--- src/rtl/pc_pkg.sv ---
// Shared definitions for the Hack-style program counter and its optional return stack
// (return stack built only when PC_CALL_STACK_EN is defined).
package pc_pkg;

  localparam int          PC_WIDTH     = 16;
  localparam logic [15:0] PC_RESET_VEC = 16'h0000;

  typedef enum logic [2:0] {
    PC_HOLD,
    PC_INC,
    PC_LOAD,
    PC_CLR,
    PC_PUSH,
    PC_POP
  } pc_op_t;

endpackage

--- src/rtl/pc_ret_stack.sv ---
// LIFO return-address stack used by pc16_counter when PC_CALL_STACK_EN is defined.
// Reset clears only the entry count; the storage array is left untouched.
module pc_ret_stack #(
  parameter int WIDTH = 16,
  parameter int DEPTH = 4
) (
  input  logic             clk,
  input  logic             rst_n,
  input  logic             push,
  input  logic             pop,
  input  logic [WIDTH-1:0] wdata,
  output logic [WIDTH-1:0] rdata,
  output logic             full,
  output logic             empty
);

  localparam int AW = $clog2(DEPTH);

  logic [WIDTH-1:0] mem [DEPTH];
  logic [AW:0]      count_q;
  logic [AW:0]      count_d;
  logic [AW-1:0]    top_idx;
  logic             wr_en;

  assign full    = (count_q == (AW+1)'(DEPTH));
  assign empty   = (count_q == '0);
  assign top_idx = count_q[AW-1:0] - 1'b1;
  assign rdata   = mem[top_idx];
  // pop has priority so a simultaneous push never lands in the slot being vacated
  assign wr_en   = push && !pop && !full;

  always_comb begin
    count_d = count_q;
    if (pop && !empty) begin
      count_d = count_q - 1'b1;
    end else if (wr_en) begin
      count_d = count_q + 1'b1;
    end
  end

  always_ff @(posedge clk or negedge rst_n) begin
    if (!rst_n) begin
      count_q <= '0;
    end else begin
      count_q <= count_d;
    end
  end

  always_ff @(posedge clk) begin
    if (wr_en) begin
      mem[count_q[AW-1:0]] <= wdata;
    end
  end

endmodule

--- src/rtl/pc16_counter.sv ---
// Hack-style program counter: hold / increment / load / clear, with an optional
// call/return stack (push, pop, stk_*) compiled in when PC_CALL_STACK_EN is defined.
module pc16_counter
  import pc_pkg::*;
#(
  parameter int               WIDTH       = PC_WIDTH,
  parameter logic [WIDTH-1:0] RESET_VAL   = WIDTH'(PC_RESET_VEC),
  parameter int               STACK_DEPTH = 4
) (
  input  logic             clk,
  input  logic             rst_n,
  input  logic [WIDTH-1:0] in,
  input  logic             load,
  input  logic             inc,
  input  logic             clr,
  output logic [WIDTH-1:0] out,
  output logic             wrap
`ifdef PC_CALL_STACK_EN
  ,
  input  logic             push,
  input  logic             pop,
  output logic             stk_empty,
  output logic             stk_full,
  output logic             stk_err
`endif
);

  if (STACK_DEPTH < 2 || (STACK_DEPTH & (STACK_DEPTH - 1)) != 0) begin : g_bad_depth
    $error("pc16_counter: STACK_DEPTH must be a power of two >= 2");
  end

  pc_op_t           op;
  logic [WIDTH-1:0] out_q;
  logic [WIDTH-1:0] out_d;
  logic [WIDTH-1:0] out_inc;
  logic             wrap_q;
  logic             wrap_d;

  assign out_inc = out_q + WIDTH'(1);

`ifdef PC_CALL_STACK_EN
  logic             stk_push;
  logic             stk_pop;
  logic             stk_full_w;
  logic             stk_empty_w;
  logic [WIDTH-1:0] stk_top;
  logic             err_q;
  logic             err_d;

  pc_ret_stack #(
    .WIDTH (WIDTH),
    .DEPTH (STACK_DEPTH)
  ) u_ret_stack (
    .clk   (clk),
    .rst_n (rst_n),
    .push  (stk_push),
    .pop   (stk_pop),
    .wdata (out_inc),
    .rdata (stk_top),
    .full  (stk_full_w),
    .empty (stk_empty_w)
  );

  assign stk_full  = stk_full_w;
  assign stk_empty = stk_empty_w;
  assign stk_err   = err_q;
`endif

  always_comb begin
    op = PC_HOLD;
    if (clr) begin
      op = PC_CLR;
`ifdef PC_CALL_STACK_EN
    end else if (pop) begin
      op = PC_POP;
    end else if (push) begin
      op = PC_PUSH;
`endif
    end else if (load) begin
      op = PC_LOAD;
    end else if (inc) begin
      op = PC_INC;
    end
  end

  // A rejected push/pop still wins the decode, so load/inc are suppressed that cycle
  always_comb begin
    out_d  = out_q;
    wrap_d = 1'b0;
`ifdef PC_CALL_STACK_EN
    err_d    = 1'b0;
    stk_push = 1'b0;
    stk_pop  = 1'b0;
`endif
    case (op)
      PC_INC: begin
        out_d  = out_inc;
        wrap_d = &out_q;
      end
      PC_LOAD: out_d = in;
      PC_CLR:  out_d = RESET_VAL;
`ifdef PC_CALL_STACK_EN
      PC_PUSH: begin
        if (stk_full_w) begin
          err_d = 1'b1;
        end else begin
          stk_push = 1'b1;
          out_d    = in;
        end
      end
      PC_POP: begin
        if (stk_empty_w) begin
          err_d = 1'b1;
        end else begin
          stk_pop = 1'b1;
          out_d   = stk_top;
        end
      end
`endif
      default: out_d = out_q;
    endcase
  end

  always_ff @(posedge clk or negedge rst_n) begin
    if (!rst_n) begin
      out_q  <= RESET_VAL;
      wrap_q <= 1'b0;
`ifdef PC_CALL_STACK_EN
      err_q  <= 1'b0;
`endif
    end else begin
      out_q  <= out_d;
      wrap_q <= wrap_d;
`ifdef PC_CALL_STACK_EN
      err_q  <= err_d;
`endif
    end
  end

  assign out  = out_q;
  assign wrap = wrap_q;

endmodule

--- config.mk ---
export PLATFORM = sky130hd
export DESIGN_NAME = pc16_counter
export DESIGN_NICKNAME = d
export VERILOG_FILES = /design/src/rtl/pc_pkg.sv /design/src/rtl/pc_ret_stack.sv /design/src/rtl/pc16_counter.sv
export SDC_FILE = /design/constraint.sdc
export NUM_CORES = 1
export LEC_CHECK = 0
export CAP_MARGIN = 20
export CORE_MARGIN = 2
export CORE_UTILIZATION = 30
export CTS_CLUSTER_DIAMETER = 40
export DETAILED_ROUTE_END_ITERATION = 12
export PLACE_DENSITY_LB_ADDON = 0.05
export SYNTH_ARGS = -nofsm -noshare
export SYNTH_HDL_FRONTEND = slang
export SYNTH_SLANG_ARGS = --single-unit
--- constraint.sdc ---
create_clock -name clk -period 1.7 [get_ports clk]
set_input_delay 0.51 -clock clk [delete_from_list [all_inputs] [get_ports clk]]
set_output_delay 0.51 -clock clk [all_outputs]
set_load 0.01 [all_outputs]
==> results.md, run 1 <==
- The post-layout net count is between 150 and 200.
- The worst max-slew margin expressed relative to the limit is 0.7699.
- The row count is 21.
- The clock network power share is 0.241.
- In this run the mean area of a mapped cell was about 9 sq um.
- For flop-to-flop paths, the worst setup slack is between 0.1 and 0.15 ns.
- The number of warnings reported in the yosys synthesis log is 0.
- The delay of the slowest cell on the worst path is 0.37 ns.
- The growth of design area from synthesis to finish is 58.25%.
- The largest total area in the synthesized netlist belongs to dfrtp_1.
- Entering global routing, the biggest net connects 18 pins.
- The run finished with clean final reports.
- The repair_antennas step left the layout with diodes totalling 0.
- Setup violations remaining at the end of the flow were counted as 0.
- Wire segments on met2 add up to approximately 1200 um in the final route.
- The analysis attributes to cell leakage a power of 0.0008082 uW.
- The number of cells in the design after placement is 202.
- The final-report max-slew violation count is 0.
- Routed signal wires occupy layers up through met4.
- At the pin with the least slew margin, the transition time is around 0.34 ns.
- The clock input transition at the sequential cells of the worst setup and hold paths is between 0.1 and 0.15 ns.
- The number of buffers and inverters on the critical path is 1.
- The most used flip-flop cell after synthesis is dfrtp_1.
- Yosys mapped a number of flops with a built-in enable equal to 0.
- No sink is reached through more buffers than the 2 on the longest clock path.
- Summed over all failing endpoints, the final setup total negative slack is 0 ns.
- Across the run, the number of max-cap violations was 0.
- Setup repair after global routing could not meet its margin everywhere.
- The initial antenna violation count is 0.
- The total area inside the core boundary comes to about 0.0033 sq mm.
- Of the available clock period, the critical path in the final layout requires 0.9399.
- Following the worst setup path forward leads to its endpoint at out[12].
- The total overflow left after global routing is 0.
- The part of the total power dissipated in sequential elements is 0.485.
- The post-synthesis register bit count is 17.
- The routed design uses 112 um of met3 wire.
- Along the worst path, the maximum fanout reaches 5.
- The area share of the leading cell type in the synthesized netlist is 0.4126.
- Detailed placement ended at an HPWL of 1898 um.
- The largest delay contributor family on the critical path is simple AND/OR/NAND/NOR gates.
- 38 I/O pins were placed.
- The tightest min-delay check is of the in -> async type.
- At the end of routability-driven placement, the weighted congestion stood at between 0.7 and 0.8.
- Internal power comes to 657.7 uW.
- The launching element of the worst setup path is out[0].
- The height of the die is 62.62 um.
- The insertion delay of the later-clocked pin in the worst-skew pair is 0.29 ns.
- The cell at the slowest stage of the critical path is dfrtp_2.
- Excluding fillers, the count of instances in the completed layout stands at between 200 and 250.
- The critical path is of the reg -> reg type.
- By area the synthesized netlist is led by dfrtp_1 41%, a21oi_1 5.8%, o21a_1 5.8%, xnor2_1 5.1%, xor2_1 5.1%.
- The routed wire length per instance is 12.08 um.
- Total power for the finished layout comes to between 900 and 1000 uW.
- The combinational share of power is 0.273.
- In this run the cell area measured after placement is 0.001496 sq mm.
- The average vias per placed instance is 4.652.
- After synthesis, the share of flip-flops with an asynchronous set or reset is 1.000.
- The post-route worst setup slack is 0.1022 ns.
- Counting buffers and inverters, the worst setup path is 6 cells deep.
- The total wirelength of the detailed-routed design is approximately 2700 um.
- Buffers placed on the I/O ports in this run total 37.
- Counting cells, the worst reg-to-reg path comes to 6.
- The netlist area before placement is 0.001031 sq mm.
- Timing would allow up to ~0.63 GHz.
- The worst path needs 1.598 ns of the cycle, external delays included.
- The number of hold violations in the final report came to 0.
- Of the cells placed in the final design, the portion with a size suffix greater than 1 is 0.2057.
- The iteration-0 DRC count of the detailed router is 25.
- In this run the horizontal extent of the chip is 62.62 um.
- STA classifies the critical path startpoint as a flip-flop.
- The sequential fraction of the synthesis area is 0.4126.
- The switching power is 255.8 uW.
- In the layout the commonest cells are 24 x buf_4, 19 x clkdlybuf4s50_1, 17 x dlygate4sd2_1, 12 x a21oi_1, 12 x dfrtp_1.
- The tree is rooted in a clkbuf_4.
- For this configuration, the core starts out at a cell density of 0.3114.
- The TritonCTS clock tree is done.
- The setup clock skew after layout is roughly 0.01 ns.
- The synthesized net count is 138.
- The die covers 0.003921 sq mm.
- Dividing total power by cell area gives a power density of between 500 and 600 mW/mm^2.
- The critical path goes through buf_4 -> ha_1 -> nand3_1 -> nor4_1 -> xor2_1 -> o21a_1.
- The worst flop-to-flop path startpoint is out[0].
- The total clock sinks is 17.
- The switching share of power is 0.2800.
- The most common cell after layout, fill and taps aside is buf_4.
- STA classifies the critical path endpoint as a flip-flop.
- Once layout is done, the placed cells without fillers occupy approximately 0.0016 sq mm.
- The number of cells produced by synthesis is 116.
- The peak ir drop on the vdd network is roughly 0.23 mV.
- Before antenna repair, the detailed router went through 4 iterations.
- The via count of the first global-routing pass is ~1100.
- After detailed routing, the wire length on met1 is roughly 1300 um.
- The wire length of the first global-routing pass is 4671 um.
- Once detail routing completed, the nets flagged for antenna violations numbered 0.
- CTS built an H-tree with a depth of 1.
- In the routed design, unresolved DRC markers number 0.
- The number of buffers added by the clock tree synthesis step is 3.
- The worst flop-to-flop path endpoint is out[12].
- The routed layout has just over 1000 vias.
- The required time of the worst setup path is around 1.9 ns.
- The count of distinct cell types in the synthesized netlist is 27.
- Across every metal layer, demand over resource in global routing totals 0.1476.
- The arrival time of the worst setup path is 1.79 ns.
- The worst setup slack before clock tree synthesis is -0.3832 ns.
[Yosys cell counts, types with 2 or more instances]
cell / number
dfrtp_1: 17
xnor2_1: 6
clkbuf_1: 4
o21a_1: 8
o21ai_0: 2
mux2i_1: 4
nand2_1: 7
inv_1: 11
xor2_1: 6
nor4_1: 3
a21oi_1: 12
nand3_1: 2
nor2_1: 11
a21o_1: 2
nor3_1: 4
nand4_1: 6
[what timing repair did]
item | 4_1_cts | 5_1_grt
gates resized for setup | 22 | 3
pin swaps | 1 | 1
setup endpoints to repair | 20 | 3
cloned | 1 | 0
buffers inserted | 14 | 0
hold buffers | 0 | 0
[through the flow]
stage / utilization / hold WS (ns)
6_report: 0.4928 / 0.5328
5_1_grt: 0.4928 / 0.5457
4_1_cts: 0.4909 / 0.5334
3_5_place_dp: 0.4520 / 0.5814
3_3_place_gp: 0.4520 / 0.5827
2_1_floorplan: - / 0.2144
[routing by layer]
metal / global-route usage / up-vias
met5: 0 / -
li1: - / 522
met1: 0.1923 / 479
met3: 0.02883 / 2
met2: 0.2406 / 25
met4: 0.05833 / 0
[kinds of logic after synthesis]
logic type / synth area share
buffers and inverters: 0.07645
flip-flops: 0.4126
multiplexers: 0.03884
adder cells (fa/ha/maj): 0.01213
AO/OA/AOI/OAI: 0.1566
AND/OR/NAND/NOR: 0.2015
XOR/XNOR: 0.1019
[worst min path at each step]
stage | end | slack [ns]
finish | out[10] | 0.53
CTS | out[10] | 0.53
global placement | wrap | 0.58
detailed placement | wrap | 0.58
global route | out[8] | 0.55
floorplan | out[0] | 0.21
[area by class of cell]
| type | count | area [sq um] |
|---|---|---|
| inverter | 11 | 41.29 |
| timing repair buffer | 61 | 531.8 |
| fill | 344 | 1679 |
| sequential | 17 | 431.7 |
| multi-input combinational | 82 | 543.0 |
| tap | 46 | 57.56 |
| clock buffer | 4 | 26.28 |
[power by group through the flow]
stage / registers, uW / clock network [uW] / logic [uW]
CTS: 444 / 234 / 252
global placement: 470 / 0 / 214
detailed placement: 471 / 0 / 214
floorplan: 476 / 0 / 78.6
global route: 448 / 249 / 276
finish: 443 / 220 / 249
[sequential cells by signal (all words and copies together), names as in the netlist]
| register | count |
|---|---|
| out | 16 |
| wrap | 1 |
Note: power is estimated with default switching activity, not from simulation.
==> run 2, diff against run 1 <==
Settings changed: CTS_BUF_LIST set to sky130_fd_sc_hd__clkbuf_8, SKIP_CTS_REPAIR_TIMING set to 1.
==> results.md, run 2 (synthesized netlist as in run 1, its figures left out) <==
- On the critical path the largest part of the delay comes from buffers and inverters.
- The shortest clock period the worst path allows after layout came to 1.615 ns (+0.01724 ns).
- The total clock sinks is 17 (unchanged).
- The pin count of the biggest net entering global routing is 18 (unchanged).
- The setup TNS came to 0 ns (unchanged).
- The routed via count is 976 (-5.1%).
- The power density relative to cell area is 586.9 mW/mm^2 (+4.8%).
- The routed wire length per instance is 13.09 um (+8.4%).
- The post-layout net count is 188 (-5.1%).
- The library cell used most frequently in the layout, excluding fill and tap cells, is clkdlybuf4s50_1.
- The global-route total usage across every layer is 0.1369 (-0.01071).
- The via count of the first global-routing pass is 952 (-9.3%).
- The effective utilization at floorplan is 0.3114 (unchanged).
- The worst-path maximum fanout is 1 (-4).
- The iteration-0 DRC count of the detailed router is 25 (unchanged).
- The final period utilization came to 0.9500 (+0.01014).
- The overall power consumption is 985.4 uW (+7.9%).
- The insertion delay of the later-clocked pin in the worst-skew pair came to 0.25 ns (-0.04 ns).
- The proportion of layout cells with a drive suffix above 1 is 0.2061 (+0.0003463).
- The boundary pin count came to 38 (unchanged).
- Setup repair after global routing could not meet its margin everywhere.
- TritonCTS built the clock tree.
- The worst max-slew margin expressed relative to the limit is 0.7750 (+0.005073).
- The peak ir drop on the vdd network is 0.2269 mV (-0.11%).
- The H-tree depth was 1 (unchanged).
- The wire length on met1 is 1371 um (+4.5%).
- The row count is 21 (unchanged).
- The placed wire-length estimate after detailed placement is 1898 um (unchanged).
- The height of the die was 62.62 um (unchanged).
- The setup clock skew after layout came to 0.004134 ns (-0.005886 ns).
- The critical path is of the reg -> out type.
- The run finished with clean final reports.
- The arrival time of the worst setup path is 1.11 ns (-0.68 ns).
- The worst setup path is captured at a primary output.
- The number of I/O port buffers is 37 (unchanged).
- The final weighted congestion of routability-driven global placement is 0.7095 (unchanged).
- The final design instance area without fill is 0.001679 sq mm (+2.9%).
- The number of setup violations in the final report is 0 (unchanged).
- The required time of the worst setup path is 1.19 ns (-0.71 ns).
- The number of buffers and inverters on the critical path is 1 (unchanged).
- The number of hold violations in the final report is 0 (unchanged).
- The antenna diode count came to 0 (unchanged).
- The library cells used most frequently in the layout, excluding fill and tap cells, are 20 x clkdlybuf4s50_1, 17 x dlymetal6s2s_1, 14 x buf_4, 12 x inv_1, 12 x a21oi_1.
- The area of the core is 0.003311 sq mm (unchanged).
- The final-report max-slew violation count was 0 (unchanged).
- The type of the worst min-delay path is in -> async.
- The first-pass iteration count of the detailed router is 4 (unchanged).
- The initial antenna violation count is 0 (unchanged).
- The count of nets left with antenna violations after detail routing is 0 (unchanged).
- The average vias per placed instance is 4.626 (-0.56%).
- Among all stages on the critical path, the largest delay is contributed by clkdlybuf4s50_1.
- The die extent in x is 62.62 um (unchanged).
- The clock input transition at the sequential cells of the worst setup and hold paths was 0.07 ns (-0.04 ns).
- The final non-filler cell total came to 211 (-4.5%).
- The transition time of the tightest slew-check pin is 0.3365 ns (-0.005458 ns).
- The number of flip-flops in the largest register came to 16 (unchanged).
- The number of violations of the max-capacitance limit is 0 (unchanged).
- The wire length of the first global-routing pass is 4333 um (-7.2%).
- The number of buffers added by the clock tree synthesis step is 3 (unchanged).
- The post-detailed-route DRC marker count is 0 (unchanged).
- The worst-case clock buffer depth is 2 (unchanged).
- The delay of the slowest cell on the worst path was 0.53 ns (+0.16 ns).
- The leakage power is 0.0009450 uW (+17%).
- The detailed route wirelength on metal2 came to 1243 um (+1.5%).
- The uppermost layer routed is met4.
- Relative to the synthesized area, the layout overhead comes to 62.86%.
- The utilization of the core after routing is 0.5072 (+0.01436).
- The number of cells in the design after placement is 202 (unchanged).
- The worst register-to-register path begins at out[9].
- The post-place instance area was 0.001496 sq mm (unchanged).
- Walking the worst path, the cells encountered are clkdlybuf4s50_1.
- The total of fill cells in the finished design is 332 (-3.5%).
- The total wirelength of the detailed-routed design is 2763 um (+3.5%).
- The worst flop-to-flop path endpoint is out[14].
- The maximum clock frequency is 0.6192 GHz (-1.1%).
- The wire length on met3 is 115 um (+2.7%).
- The flop-to-flop setup slack is 0.14 ns (+0.04 ns).
- The launching element type of the critical path is a flip-flop.
- The area of the die is 0.003921 sq mm (unchanged).
- The number of cell instances on the worst register-to-register path is 4 (-2).
- The root cell of the clock tree is clkbuf_8.
- The remaining global-route overflow was 0 (unchanged).
run 2: cell count changes in the layout (fill, tap and decap cells not counted), moves of 4 or more:
cell            change
dlymetal6s2s_1     +16
buf_4              -10
dfrtp_2             +4
dfrtp_1             -4
dlygate4sd2_1      -17
run 2: through the flow:
stage	setup slack (ns)	hold WS, ns
floorplan	0.1154	0.2144
global placement	-0.3659	0.5827
detailed placement	-0.3832	0.5814
CTS	-0.1180	0.5901
global route	-0.02364	0.6096
finish	0.08499	0.5831
run 2: routing by layer:
| layer | track usage | up-vias |
|---|---|---|
| met2 | 0.2110 | 25 |
| met5 | 0 | - |
| met4 | 0.05000 | 0 |
| li1 | - | 501 |
| met3 | 0.03423 | 4 |
| met1 | 0.1855 | 446 |
run 2: worst max path at each step:
stage | from | to | slack, ns | cells after the start
CTS | inc | out[5] | -0.12 | 5
global route | out[9] | out[15] | -0.02 | 4
detailed placement | inc | out[5] | -0.38 | 5
finish | wrap | wrap | 0.08 | 1
global placement | inc | out[5] | -0.37 | 5
floorplan | inc | out[13] | 0.12 | 6
run 2: final cells by class:
class	count	area (sq um)	area share
repair buffers	51	518.0	0.3085
clock inverters	1	3.754	0.002235
clock buffers	3	41.29	0.02459
well taps	46	57.56	0.03428
flip-flops and latches	17	436.7	0.2601
inverters	11	41.29	0.02459
multi-input cells	82	580.6	0.3458
run 2: where the power goes:
| part | switching, uW | leakage (uW) | internal [uW] |
|---|---|---|---|
| clock network | 136 | 0.0000269 | 160 |
| logic | 93.0 | 0.000707 | 130 |
| registers | 35.0 | 0.000211 | 431 |
==> run 3, diff against run 2 <==
Settings changed: CAP_MARGIN 20 to not set.
==> results of run 3 <==
No change in the layout: final DEF, timing and power equal those of run 2.
